**config.mk**
```make
export PLATFORM = sky130hd
export DESIGN_NAME = reg_file_sb_flat
export DESIGN_NICKNAME = d
export VERILOG_FILES = /design/src/rtl/reg_file_sb_if.sv /design/src/rtl/reg_file_sb.sv /design/src/flat_wrapper.sv
export SDC_FILE = /design/constraint.sdc
export NUM_CORES = 1
export LEC_CHECK = 0
export CAP_MARGIN = 20
export CORE_AREA = 2 2 153 155
export CTS_BUF_LIST = sky130_fd_sc_hd__clkbuf_8
export DETAILED_ROUTE_END_ITERATION = 12
export DIE_AREA = 0 0 155 157
export PLACE_DENSITY = 0.62
export SYNTH_ARGS = -nofsm -noshare
export SYNTH_HDL_FRONTEND = slang
export SYNTH_SLANG_ARGS = --single-unit
```
**constraint.sdc**
```tcl
create_clock -name I_clk -period 6.34 [get_ports I_clk]
set_input_delay 0.951 -clock I_clk [delete_from_list [all_inputs] [get_ports I_clk]]
set_output_delay 0.951 -clock I_clk [all_outputs]
set_load 0.005 [all_outputs]
```
**src/rtl/reg_file_sb_if.sv**
```systemverilog
// reg_file_sb_if
//   Bus bundle between decode/writeback (master) and the register file (slave).
//   Inputs to the register file:
//     I_en                block enable
//     I_re, I_selA/B      read request and read selects
//     I_we, I_selD/dataD  writeback enable, destination and data
//     I_rsv, I_selR       destination reservation and its select
//   Outputs from the register file:
//     O_dataA/B           registered read data
//     O_valid             read data updated on the last falling edge
//     O_hazA/B            source was pending when read
//     O_busy              pending-write bitmap, one bit per register
interface reg_file_sb_if #(
   parameter int DATA_W = 16,
   parameter int ADDR_W = 3
);
   localparam int NUM_REGS = 2**ADDR_W;

   logic                I_en;
   logic                I_re;
   logic [ADDR_W-1:0]   I_selA;
   logic [ADDR_W-1:0]   I_selB;
   logic                I_we;
   logic [ADDR_W-1:0]   I_selD;
   logic [DATA_W-1:0]   I_dataD;
   logic                I_rsv;
   logic [ADDR_W-1:0]   I_selR;
   logic [DATA_W-1:0]   O_dataA;
   logic [DATA_W-1:0]   O_dataB;
   logic                O_valid;
   logic                O_hazA;
   logic                O_hazB;
   logic [NUM_REGS-1:0] O_busy;

   modport master (
      output I_en, I_re, I_selA, I_selB, I_we, I_selD, I_dataD, I_rsv, I_selR,
      input  O_dataA, O_dataB, O_valid, O_hazA, O_hazB, O_busy
   );

   modport slave (
      input  I_en, I_re, I_selA, I_selB, I_we, I_selD, I_dataD, I_rsv, I_selR,
      output O_dataA, O_dataB, O_valid, O_hazA, O_hazB, O_busy
   );
endinterface

```
**src/rtl/reg_file_sb.sv**
```systemverilog
// reg_file_sb
//   2-read/1-write register file with write-first bypass, optional hardwired
//   zero R0 and a per-register pending-write scoreboard. All state changes on
//   the FALLING edge of I_clk; I_rst is asynchronous active-high.
//   Ports:
//     I_clk  clock (falling-edge active)
//     I_rst  asynchronous reset, clears registers, scoreboard and outputs
//     bus    reg_file_sb_if.slave: read/write/reserve requests in,
//            read data, valid, hazard flags and busy bitmap out
module reg_file_sb #(
   parameter int DATA_W  = 16,
   parameter int ADDR_W  = 3,
   parameter int ZERO_R0 = 0
) (
   input logic           I_clk,
   input logic           I_rst,
   reg_file_sb_if.slave  bus
);
   localparam int unsigned NUM_REGS = 2**ADDR_W;

   logic [DATA_W-1:0]   regs [NUM_REGS];
   logic [NUM_REGS-1:0] pend;
   logic [NUM_REGS-1:0] set_v;
   logic [NUM_REGS-1:0] clr_v;
   logic                wr_ok;
   logic                zero_a, zero_b;
   logic                byp_a, byp_b;
   logic [DATA_W-1:0]   data_a_nxt, data_b_nxt;
   logic                haz_a_nxt, haz_b_nxt;

   // A write to R0 is dropped entirely when R0 is hardwired, so it neither
   // updates storage nor acts as a bypass source.
   always_comb begin
      wr_ok = bus.I_we && !((ZERO_R0 != 0) && (bus.I_selD == '0));
   end

   // Scoreboard set/clear decode. Reservations of a hardwired R0 are ignored.
   always_comb begin
      set_v = '0;
      clr_v = '0;
      for (int unsigned i = 0; i < NUM_REGS; i++) begin
         set_v[i] = bus.I_rsv && (bus.I_selR == i[ADDR_W-1:0]) &&
                    !((ZERO_R0 != 0) && (i == 0));
         clr_v[i] = wr_ok && (bus.I_selD == i[ADDR_W-1:0]);
      end
   end

   // Read ports: hardwired zero beats bypass, bypass beats storage.
   // A same-edge write clears the hazard since the bypass supplies the data;
   // a same-edge reservation is ignored here because the read precedes it.
   always_comb begin
      zero_a = (ZERO_R0 != 0) && (bus.I_selA == '0);
      zero_b = (ZERO_R0 != 0) && (bus.I_selB == '0);
      byp_a  = wr_ok && (bus.I_selD == bus.I_selA);
      byp_b  = wr_ok && (bus.I_selD == bus.I_selB);

      if (zero_a)     data_a_nxt = '0;
      else if (byp_a) data_a_nxt = bus.I_dataD;
      else            data_a_nxt = regs[bus.I_selA];

      if (zero_b)     data_b_nxt = '0;
      else if (byp_b) data_b_nxt = bus.I_dataD;
      else            data_b_nxt = regs[bus.I_selB];

      haz_a_nxt = !zero_a && pend[bus.I_selA] && !clr_v[bus.I_selA];
      haz_b_nxt = !zero_b && pend[bus.I_selB] && !clr_v[bus.I_selB];
   end

   always_ff @(negedge I_clk or posedge I_rst) begin
      if (I_rst) begin
         for (int unsigned i = 0; i < NUM_REGS; i++) begin
            regs[i] <= '0;
         end
         pend        <= '0;
         bus.O_dataA <= '0;
         bus.O_dataB <= '0;
         bus.O_valid <= 1'b0;
         bus.O_hazA  <= 1'b0;
         bus.O_hazB  <= 1'b0;
      end else begin
         bus.O_valid <= 1'b0;
         if (bus.I_en) begin
            if (wr_ok) begin
               regs[bus.I_selD] <= bus.I_dataD;
            end
            // Set after clear: a reservation on the same edge as the write
            // belongs to a newer producer, so the register stays pending.
            pend <= (pend & ~clr_v) | set_v;
            if (bus.I_re) begin
               bus.O_dataA <= data_a_nxt;
               bus.O_dataB <= data_b_nxt;
               bus.O_hazA  <= haz_a_nxt;
               bus.O_hazB  <= haz_b_nxt;
               bus.O_valid <= 1'b1;
            end
         end
      end
   end

   assign bus.O_busy = pend;
endmodule

```
**src/flat_wrapper.sv**
```systemverilog
// flat-port wrapper written by rule: the top's interface ports become plain ports
module reg_file_sb_flat 
#(
   parameter int DATA_W  = 16,
   parameter int ADDR_W  = 3,
   parameter int ZERO_R0 = 0
)
  (I_clk, I_rst, bus_I_en, bus_I_re, bus_I_selA, bus_I_selB, bus_I_we, bus_I_selD, bus_I_dataD, bus_I_rsv, bus_I_selR, bus_O_dataA, bus_O_dataB, bus_O_valid, bus_O_hazA, bus_O_hazB, bus_O_busy);
  reg_file_sb_if #(.DATA_W(DATA_W), .ADDR_W(ADDR_W)) bus_i ();
  input logic I_clk;
  input logic I_rst;
  input wire logic [$bits(bus_i.I_en)-1:0] bus_I_en;
  input wire logic [$bits(bus_i.I_re)-1:0] bus_I_re;
  input wire logic [$bits(bus_i.I_selA)-1:0] bus_I_selA;
  input wire logic [$bits(bus_i.I_selB)-1:0] bus_I_selB;
  input wire logic [$bits(bus_i.I_we)-1:0] bus_I_we;
  input wire logic [$bits(bus_i.I_selD)-1:0] bus_I_selD;
  input wire logic [$bits(bus_i.I_dataD)-1:0] bus_I_dataD;
  input wire logic [$bits(bus_i.I_rsv)-1:0] bus_I_rsv;
  input wire logic [$bits(bus_i.I_selR)-1:0] bus_I_selR;
  output wire logic [$bits(bus_i.O_dataA)-1:0] bus_O_dataA;
  output wire logic [$bits(bus_i.O_dataB)-1:0] bus_O_dataB;
  output wire logic [$bits(bus_i.O_valid)-1:0] bus_O_valid;
  output wire logic [$bits(bus_i.O_hazA)-1:0] bus_O_hazA;
  output wire logic [$bits(bus_i.O_hazB)-1:0] bus_O_hazB;
  output wire logic [$bits(bus_i.O_busy)-1:0] bus_O_busy;
  assign bus_i.I_en = bus_I_en;
  assign bus_i.I_re = bus_I_re;
  assign bus_i.I_selA = bus_I_selA;
  assign bus_i.I_selB = bus_I_selB;
  assign bus_i.I_we = bus_I_we;
  assign bus_i.I_selD = bus_I_selD;
  assign bus_i.I_dataD = bus_I_dataD;
  assign bus_i.I_rsv = bus_I_rsv;
  assign bus_i.I_selR = bus_I_selR;
  assign bus_O_dataA = bus_i.O_dataA;
  assign bus_O_dataB = bus_i.O_dataB;
  assign bus_O_valid = bus_i.O_valid;
  assign bus_O_hazA = bus_i.O_hazA;
  assign bus_O_hazB = bus_i.O_hazB;
  assign bus_O_busy = bus_i.O_busy;
  reg_file_sb #(.DATA_W(DATA_W), .ADDR_W(ADDR_W), .ZERO_R0(ZERO_R0)) u_core (.I_clk(I_clk), .I_rst(I_rst), .bus(bus_i));
endmodule
```
==> results of run 1 <==
cell usage after synthesis:
cell type / n
nand3b_1: 1
nand4_1: 2
mux2_1: 13
nor2_1: 3
nand2b_1: 4
nor2b_1: 34
nor4b_2: 1
o32ai_1: 6
nand3_1: 1
and4bb_1: 1
a32o_1: 2
and4b_1: 2
o22ai_1: 1
nand3b_4: 1
nand4_4: 1
dfrtn_1: 171
buf_1: 18
nand2_1: 43
mux2_2: 117
o31ai_1: 2
nor2_2: 3
and4bb_2: 2
mux4_2: 66
xnor2_1: 6
buf_6: 3
buf_4: 4
a211oi_1: 32
o21ai_1: 17
inv_1: 5
or3_1: 2
nand4b_1: 1
o21ai_0: 57
clkbuf_1: 24
buf_2: 19
and4_1: 2
nand3_2: 1
path summary, 6_finish.rpt:
check	end	slack, ns	cells past startpoint	startpoint
setup / recovery	u_core.bus.O_hazB	0.50	5	bus_I_we
hold reg to reg	u_core.bus.O_dataA[3]	0.43	2	u_core.bus.O_dataA[3]
min in group asynchronous	u_core.regs[101]	4.00	2	I_rst
max in group asynchronous	u_core.regs[42]	1.47	3	I_rst
setup reg to reg	u_core.bus.O_hazB	4.68	4	u_core.bus.O_busy[5]
hold / removal	u_core.bus.O_dataA[3]	0.43	2	u_core.bus.O_dataA[3]
kinds of logic (layout without fill, tap and decap cells):
logic type	after synthesis	after routing	share of synthesized area
and+or+nand+nor	105	105	0.06901
xor gates and xnor gates	6	6	0.005879
buffers and inverters	73	159	0.03751
muxes	196	196	0.3301
DFF	171	171	0.4787
AOI/OAI and AO/OA	117	117	0.07881
tightest hold or removal path: stages (launching register included):
cell	delay (ns)
dfrtn_1	0.41
nand2_1	0.05
o21ai_0	0.06
stage by stage:
step	setup slack, ns	instance area (sq um)	util	hold WS, ns
6_report	0.4963	10650	0.4732	0.4322
4_1_cts	0.5235	10650	0.4732	0.4361
3_5_place_dp	0.1041	10270	0.4563	0.4363
5_1_grt	0.4129	10650	0.4732	0.4650
2_1_floorplan	0.1573	8942	-	0.4303
3_3_place_gp	0.1329	10270	0.4563	0.4286
power by group through the flow:
stage               Sequential [mW]  Combinational, mW  Clock (mW)
floorplan                      1.51              0.556           0
global placement               1.54              0.821           0
finish                         1.55              0.837       0.741
CTS                            1.55              0.848       0.762
detailed placement             1.57              0.843           0
global route                   1.59              0.908       0.812
routing by layer:
metal | global-route usage | vias to the layer above | share of wire
met5 | 0 | - | 0
met4 | 0.07011 | 0 | 0.021
met3 | 0.03800 | 39 | 0.051
met2 | 0.3433 | 202 | 0.50
met1 | 0.2624 | 3134 | 0.43
li1 | - | 2658 | -
sequential cells by signal, indices dropped and copies added (netlist names):
register and count:
u_core.bus.O_dataA 16, u_core.bus.O_hazA 1, u_core.bus.O_busy 8, u_core.bus.O_hazB 1
u_core.regs 128, u_core.bus.O_dataB 16, u_core.bus.O_valid 1
final cells by class:
cell class	count	share of cell area
Timing Repair Buffer	122	0.1208
Tap cell	285	0.03349
Multi-Input combinational cell	424	0.4061
Clock buffer	22	0.02844
Inverter	5	0.002115
Clock inverter	10	0.007168
Sequential cell	171	0.4019
==> reports/metrics.cfg, run 1 <==
[status]
outcome = finished clean

[cells_and_area]
mostFrequentLayoutCells = 171 x dfrtn_1, 117 x mux2_2, 72 x clkdlybuf4s50_1
diodes = 0
multiInputGateArea_sq_um = 4324
layout_commonest_cell = dfrtn_1
nNetsFinal = 775
syn_to_final_growth_pct = 19.12
layoutNonFillerInstCount = 1039
register_area_sq_um = 4279
num-fill-cells = 1962
drive_gt1_frac = 0.3581

[power]
total_power_mw = 3.131
p_sw_mw = 0.8669
cellLeakagePower_nw = 4.277
vdd_ir_drop_max_v = 0.0001342
power_density_nw_per_um2 = 294.1
combPwrFrac = 0.267
seq_power_share = 0.496
p_sw_frac = 0.2769
p_int_mw = 2.264
clockPowerShare = 0.237

[yosys]
synthDominantCellAreaShare = 0.4787
synthesis.area_sq_um = 8939
synth_seq_cells = 171
yosysSeqAreaShare = 0.4787
ys_warn_count = 0
syn_nets = 702
syn_area_per_cell_sq_um = 13.38
synth_top_area_cell = dfrtn_1
postSynthCellCount = 668
ys_top_cells_by_area = dfrtn_1 48%, mux4_2 17%, mux2_2 15%
yosysUniqueCellTypes = 36

[timing]
tns_ns = 0
hold_viol_final = 0
relSlewSlack = 0.5913
fin_worst_skew_ns = 0.007259
rsz0062_at_grt = no
tightest_slew_ns = 0.6131
setup_viol = 0
slew_viol_final = 0

[route]
routedWlPerCell_microns = 22.72
viasPerCell = 5.807
firstDrtPassIters = 5
route.antenna.remaining_nets = 0
dr.first_iter.drc_count = 366
drc = 0
vias = 6033
routed_wl_microns = 23610

[placed_design]
portBuffers = 76
gp_congestion = 0.8294
hpwl_microns = 15400
dpl.cell_count = 1007

[floorplanning]
io_pins = 77
std_cell_rows = 55
dieArea_sq_um = 24340
die_x_microns = 155
die_h_microns = 157
core_area_sq_um = 22500
initial_core_util = 0.3972

[worst_setup_path]
critPathMaxStageDelay_ns = 0.78
cp.buffers_inverters = 1
cp-end-kind = register
critical_path.max_fanout = 11
start_kind = primary input
worstPathRequired_ns = 3.42
crit_chain = clkdlybuf4s50_1 -> nor4b_2 -> o32ai_1 -> mux4_2 -> mux2_2
crit_type = primary input to register
path_delay_family = buffers and inverters
cp.arrival_ns = 2.93
cpMaxStageDelayCell = clkdlybuf4s50_1

[grt]
first_global_vias = 6537
grt_max_degree = 85
grt_usage = 0.2025
antenna_found_initial = 0
globalRouteOverflowTotal = 0
grt_first_pass_wirelength_microns = 37440

[clock_network]
clk_pin_slew_worst_paths_ns = 0.06
cts_buffers = 17
cts_setup_buffers = 0
cts_tree = yes
h-tree-depth = 4
post_cts_resized = 0
cts_hold_buf = 0
clk_latency_ns = 0.41
cts_sinks = 171
clockBufferDepth = 2
cts_root_buffer = clkbuf_8

[worst_hold_path]
min_path_type = register to register

[run]
maxCapViolations = 0

(Power assumes the default switching activity.)
==> inputs of run 2 (changes only) <==
--- a/config.mk
+++ b/config.mk
@@ -6,11 +6,12 @@
 export NUM_CORES = 1
 export LEC_CHECK = 0
 export CAP_MARGIN = 20
-export CORE_AREA = 2 2 153 155
+export CORE_AREA = 2 2 143 145
 export CTS_BUF_LIST = sky130_fd_sc_hd__clkbuf_8
 export DETAILED_ROUTE_END_ITERATION = 12
-export DIE_AREA = 0 0 155 157
-export PLACE_DENSITY = 0.62
+export DIE_AREA = 0 0 145 147
+export PLACE_DENSITY_LB_ADDON = 0.12
+export SLEW_MARGIN = 20
 export SYNTH_ARGS = -nofsm -noshare
 export SYNTH_HDL_FRONTEND = slang
 export SYNTH_SLANG_ARGS = --single-unit
==> run 2 against run 1 <==
Via count increased by 0.20%. Sequential share of layout area grew 0.19 points. Core utilization increased by 6.1 points. First-iteration DRC count shrank 18%.
==> reports/metrics.cfg, run 2 (same netlist as run 1, synthesis figures left out) <==
[route]
routed_wl_microns = 23190
route.antenna.remaining_nets = 0
dr.first_iter.drc_count = 300
routedWlPerCell_microns = 22.73
firstDrtPassIters = 5
drc = 0
vias = 6045
viasPerCell = 5.926

[placed_design]
portBuffers = 76
place_ws_ns = 0.06995
gp_congestion = 0.8343
hpwl_microns = 15020

[worst_setup_path]
cp_common_cell = buf_4
start_kind = primary input
crit_chain = clkdlybuf4s50_1 -> buf_4 -> xnor2_1 -> and4_1 -> buf_4 -> a211oi_1 -> o21ai_0
cp.arrival_ns = 2.96
regToRegSetupSlack_ns = 4.69
cp-end-kind = register
critical_path.max_fanout = 16
crit_type = primary input to register
ff2ff_path_depth = 4
r2r_end = u_core.bus.O_hazB
critPathMaxStageDelay_ns = 0.80
worstPathRequired_ns = 3.41
cpMaxStageDelayCell = clkdlybuf4s50_1
reg2reg_from = u_core.bus.O_busy[5]

[grt]
grt_max_degree = 53
grt_usage = 0.2269
first_global_vias = 6460
globalRouteOverflowTotal = 0
grt_first_pass_wirelength_microns = 36880
antenna_found_initial = 0

[timing]
slew_viol_final = 0
relSlewSlack = 0.5344
layout_setup_ws_ns = 0.4484
hold_viol_final = 0
tightest_slew_ns = 0.6970
setup_viol = 0
tns_ns = 0
fin_worst_skew_ns = 0.008493
rsz0062_at_grt = no

[power]
p_int_mw = 2.342
combPwrFrac = 0.255
seq_power_share = 0.479
vdd_ir_drop_max_v = 0.0001426
clockPowerShare = 0.265
p_sw_mw = 0.8879
p_sw_frac = 0.2749
cellLeakagePower_nw = 4.246
power_density_nw_per_um2 = 304.8
total_power_mw = 3.230

[run]
maxCapViolations = 0

[clock_network]
cts_tree = yes
cts_buffers = 17
cts_root_buffer = clkbuf_8
cts_hold_buf = 0
post_cts_resized = 0
cts_sinks = 171
h-tree-depth = 4
clockBufferDepth = 2
clk_pin_slew_worst_paths_ns = 0.07
cts_setup_buffers = 0
clk_latency_ns = 0.41

[cells_and_area]
drive_gt1_frac = 0.3613
nNetsFinal = 771
layout_commonest_cell = dfrtn_1
mostFrequentLayoutCells = 171 x dfrtn_1, 117 x mux2_2, 72 x clkdlybuf4s50_1
syn_to_final_growth_pct = 18.57
regMostFlops = u_core.regs
largest_register_ff_count = 128
largestRegisters = u_core.regs x128, u_core.bus.O_dataA x16, u_core.bus.O_dataB x16
diodes = 0
num-fill-cells = 1675

[floorplanning]
core_area_sq_um = 19840
io_pins = 77
std_cell_rows = 52
die_h_microns = 147
die_x_microns = 145
dieArea_sq_um = 21320
initial_core_util = 0.4504

[status]
outcome = finished clean

[worst_hold_path]
min_path_type = register to register
hold_path_end = u_core.bus.O_dataA[5]
holdPathStages = 2
min_from = u_core.bus.O_dataA[5]

-- run 2: changes by cell type in the layout (fill, tap and decap cells not counted) --
cell / previous run / this run
buf_4: 30 / 31
clkbuf_8: 22 / 18
buf_12: 16 / 11
clkinv_2: 1 / 2
inv_1: 9 / 4
inv_6: 0 / 1
clkinvlp_4: 4 / 6
clkinv_4: 0 / 2
bufinv_16: 1 / 4
-- run 2: worst max path at each step --
stage / to / cells after the start / slack (ns) / start
finish: u_core.bus.O_dataB[3] / 7 / 0.45 / bus_I_selD[0]
global route: u_core.bus.O_dataB[3] / 7 / 0.27 / bus_I_selD[0]
detailed placement: u_core.bus.O_dataA[3] / 7 / 0.07 / bus_I_selD[0]
floorplan: u_core.bus.O_busy[0] / 1 / 0.16 / I_rst
CTS: u_core.regs[75] / 6 / 0.51 / bus_I_selD[1]
global placement: u_core.bus.O_dataA[3] / 7 / 0.13 / bus_I_selD[0]
-- run 2: layer usage --
layer,wire length (microns),part of all wire,up-vias,GRT usage
met3,1057,0.046,35,0.04503
met2,11320,0.49,177,0.3700
met1,10330,0.45,3200,0.3052
met4,483,0.021,0,0.08267
li1,-,-,2633,-
met5,0,0,-,0
-- run 2: final cells by class --
class | instances | area, sq um | share of cell area
inverters | 5 | 22.52 | 0.002125
clock buffers | 18 | 247.7 | 0.02337
flip-flops and latches | 171 | 4279 | 0.4037
well taps | 270 | 337.8 | 0.03187
clock inverters | 14 | 193.9 | 0.01830
multi-input cells | 424 | 4324 | 0.4080
repair buffers | 118 | 1194 | 0.1126
-- run 2: worst max-delay path, delay by kind of cell --
kind	cells	cell delay (ns)
buf+inv	3	1.25
compound gates	2	0.47
simple gates	1	0.21
xor+xnor	1	0.08
-- run 2: metrics by stage --
| stage | utilization | cell area, sq um | hold slack, ns | cells |
|---|---|---|---|---|
| after floorplan | - | 8942 | 0.4303 | 668 |
| after global placement | 0.5119 | 10160 | 0.4305 | 988 |
| after detailed placement | 0.5119 | 10160 | 0.4371 | 988 |
| after CTS | 0.5341 | 10600 | 0.4446 | 1020 |
| after global routing | 0.5341 | 10600 | 0.4624 | 1020 |
| final | 0.5341 | 10600 | 0.4337 | 1020 |
-- run 2: power by group through the flow --
stage	sequential (mW)	combinational, mW	clock [mW]
floorplan	1.51	0.556	0
CTS	1.55	0.835	0.874
global placement	1.54	0.815	0
finish	1.55	0.825	0.857
detailed placement	1.56	0.833	0
global route	1.58	0.893	0.920
==> inputs of run 3 (changes only) <==
--- a/config.mk
+++ b/config.mk
@@ -11,6 +11,8 @@
 export DETAILED_ROUTE_END_ITERATION = 12
 export DIE_AREA = 0 0 145 147
 export PLACE_DENSITY_LB_ADDON = 0.12
+export REMOVE_ABC_BUFFERS = 1
+export SETUP_SLACK_MARGIN = 0.5
 export SLEW_MARGIN = 20
 export SYNTH_ARGS = -nofsm -noshare
 export SYNTH_HDL_FRONTEND = slang
==> constraint.sdc (replaced) <==
create_clock -name I_clk -period 6.34 [get_ports I_clk]
set_input_delay 0.951 -clock I_clk [delete_from_list [all_inputs] [get_ports I_clk]]
set_output_delay 0.951 -clock I_clk [all_outputs]
set_load 0.05 [all_outputs]
==> run 3 against run 2 <==
Combinational power increased by 27%. Power increased by 7.1%. Cell count is 0.59% lower. Register-to-register slack about the same. Non-clock buffer count decreased by 6. Wire length is 2.4% lower. Count of clock-buffer cells in the layout grew 5. Core utilization increased by 0.22 points. Critical endpoint unchanged.
==> reports/metrics.cfg, run 3 (same netlist as run 1, synthesis figures left out) <==
[status]
outcome = finished clean

[worst_hold_path]
min_path_type = register to register

[route]
routed_wl_microns = 22640
viasPerCell = 5.817
route.antenna.remaining_nets = 0
routedWlPerCell_microns = 22.33
vias = 5898
dr.first_iter.drc_count = 305
firstDrtPassIters = 4
drc = 0

[cells_and_area]
regMostFlops = u_core.regs
layoutNonFillerInstCount = 1014
stdcell_area_sq_um = 10640
drive_gt1_frac = 0.3522
mostFrequentLayoutCells = 171 x dfrtn_1, 117 x mux2_2, 66 x mux4_2
diodes = 0
largest_register_ff_count = 128
layout_commonest_cell = dfrtn_1
largestRegisters = u_core.regs x128, u_core.bus.O_dataA x16, u_core.bus.O_dataB x16
nNetsFinal = 765
syn_to_final_growth_pct = 19.06

[worst_setup_path]
cp-end-kind = register
cp.buffers_inverters = 3
critical_path.max_fanout = 16
cpMaxStageDelayCell = clkdlybuf4s50_1
path_delay_family = buffers and inverters
cp_common_cell = buf_4
start_kind = primary input
crit_type = primary input to register
worstPathRequired_ns = 3.41
cp.arrival_ns = 2.86
critPathMaxStageDelay_ns = 0.60
crit_chain = clkdlybuf4s50_1 -> buf_4 -> xnor2_1 -> and4_1 -> buf_4 -> a211oi_1 -> o21ai_0

[clock_network]
cts_tree = yes
h-tree-depth = 4
cts_setup_buffers = 0
cts_hold_buf = 0
cts_root_buffer = clkbuf_8
cts_buffers = 17
clockBufferDepth = 2
post_cts_resized = 4
clk_pin_slew_worst_paths_ns = 0.06
cts_sinks = 171
clk_latency_ns = 0.40

[grt]
antenna_found_initial = 0
first_global_vias = 6301
globalRouteOverflowTotal = 0
grt_max_degree = 55
grt_first_pass_wirelength_microns = 35920
grt_usage = 0.2223

[placed_design]
dpl.cell_count = 982
place_ws_ns = 0.1073
place_area_sq_um = 10160
gp_congestion = 0.7884
portBuffers = 76
hpwl_microns = 14440

[timing]
rsz0062_at_grt = no
relSlewSlack = 0.6028
tns_ns = 0
layout_setup_ws_ns = 0.5417
setup_viol = 0
slew_viol_final = 0
hold_viol_final = 0
fin_worst_skew_ns = 0.008395
tightest_slew_ns = 0.5958

[power]
cellLeakagePower_nw = 4.367
power_density_nw_per_um2 = 325.0
vdd_ir_drop_max_v = 0.0001489
total_power_mw = 3.459

[floorplanning]
std_cell_rows = 52
die_x_microns = 145
core_area_sq_um = 19840
initial_core_util = 0.4504
io_pins = 77
dieArea_sq_um = 21320
die_h_microns = 147

[run]
maxCapViolations = 0

-- run 3: power breakdown --
group | internal [mW] | total, mW | leakage (nW) | switching [mW]
Combinational | 0.530 | 1.05 | 2.01 | 0.517
Clock | 0.488 | 0.869 | 0.243 | 0.381
Sequential | 1.37 | 1.54 | 2.11 | 0.174
Total | 2.39 | 3.46 | 4.37 | 1.07
-- run 3: worst min-delay path, stage by stage, from the launching register on --
cell and delay, ns:
dfrtn_1 0.41, nand2_1 0.04, o21ai_0 0.06
-- run 3: area by class of cell --
type	count	area, sq um
Fill cell	1708	9201
Multi-Input combinational cell	424	4329
Sequential cell	171	4279
Timing Repair Buffer	112	1214
Tap cell	270	337.8
Clock buffer	23	316.6
Clock inverter	9	142.6
Inverter	5	23.77
-- run 3: worst paths after layout --
check | start | end | slack, ns | depth (start not counted)
worst max register to register | u_core.regs[83] | u_core.bus.O_dataB[3] | 4.69 | 4
max in group asynchronous | I_rst | u_core.regs[51] | 1.55 | 3
worst min-delay path | u_core.bus.O_dataB[3] | u_core.bus.O_dataB[3] | 0.43 | 2
worst min register to register | u_core.bus.O_dataB[3] | u_core.bus.O_dataB[3] | 0.43 | 2
min in group asynchronous | I_rst | u_core.bus.O_dataB[8] | 4.05 | 2
worst max-delay path | bus_I_selD[0] | u_core.bus.O_dataB[3] | 0.54 | 7
-- run 3: per-layer routing --
| layer | track usage | wire length (microns) | vias up |
|---|---|---|---|
| met5 | 0 | 0 | - |
| met4 | 0.06139 | 256 | 0 |
| met3 | 0.04255 | 909 | 23 |
| met2 | 0.3733 | 11370 | 142 |
| met1 | 0.2987 | 10100 | 3101 |
| li1 | - | - | 2632 |
-- run 3: stage by stage --
step                utilization  hold WS [ns]
global placement         0.5122        0.4287
CTS                      0.5351        0.4333
finish                   0.5363        0.4271
detailed placement       0.5122        0.4332
global route             0.5363        0.4524
floorplan                     -        0.4303
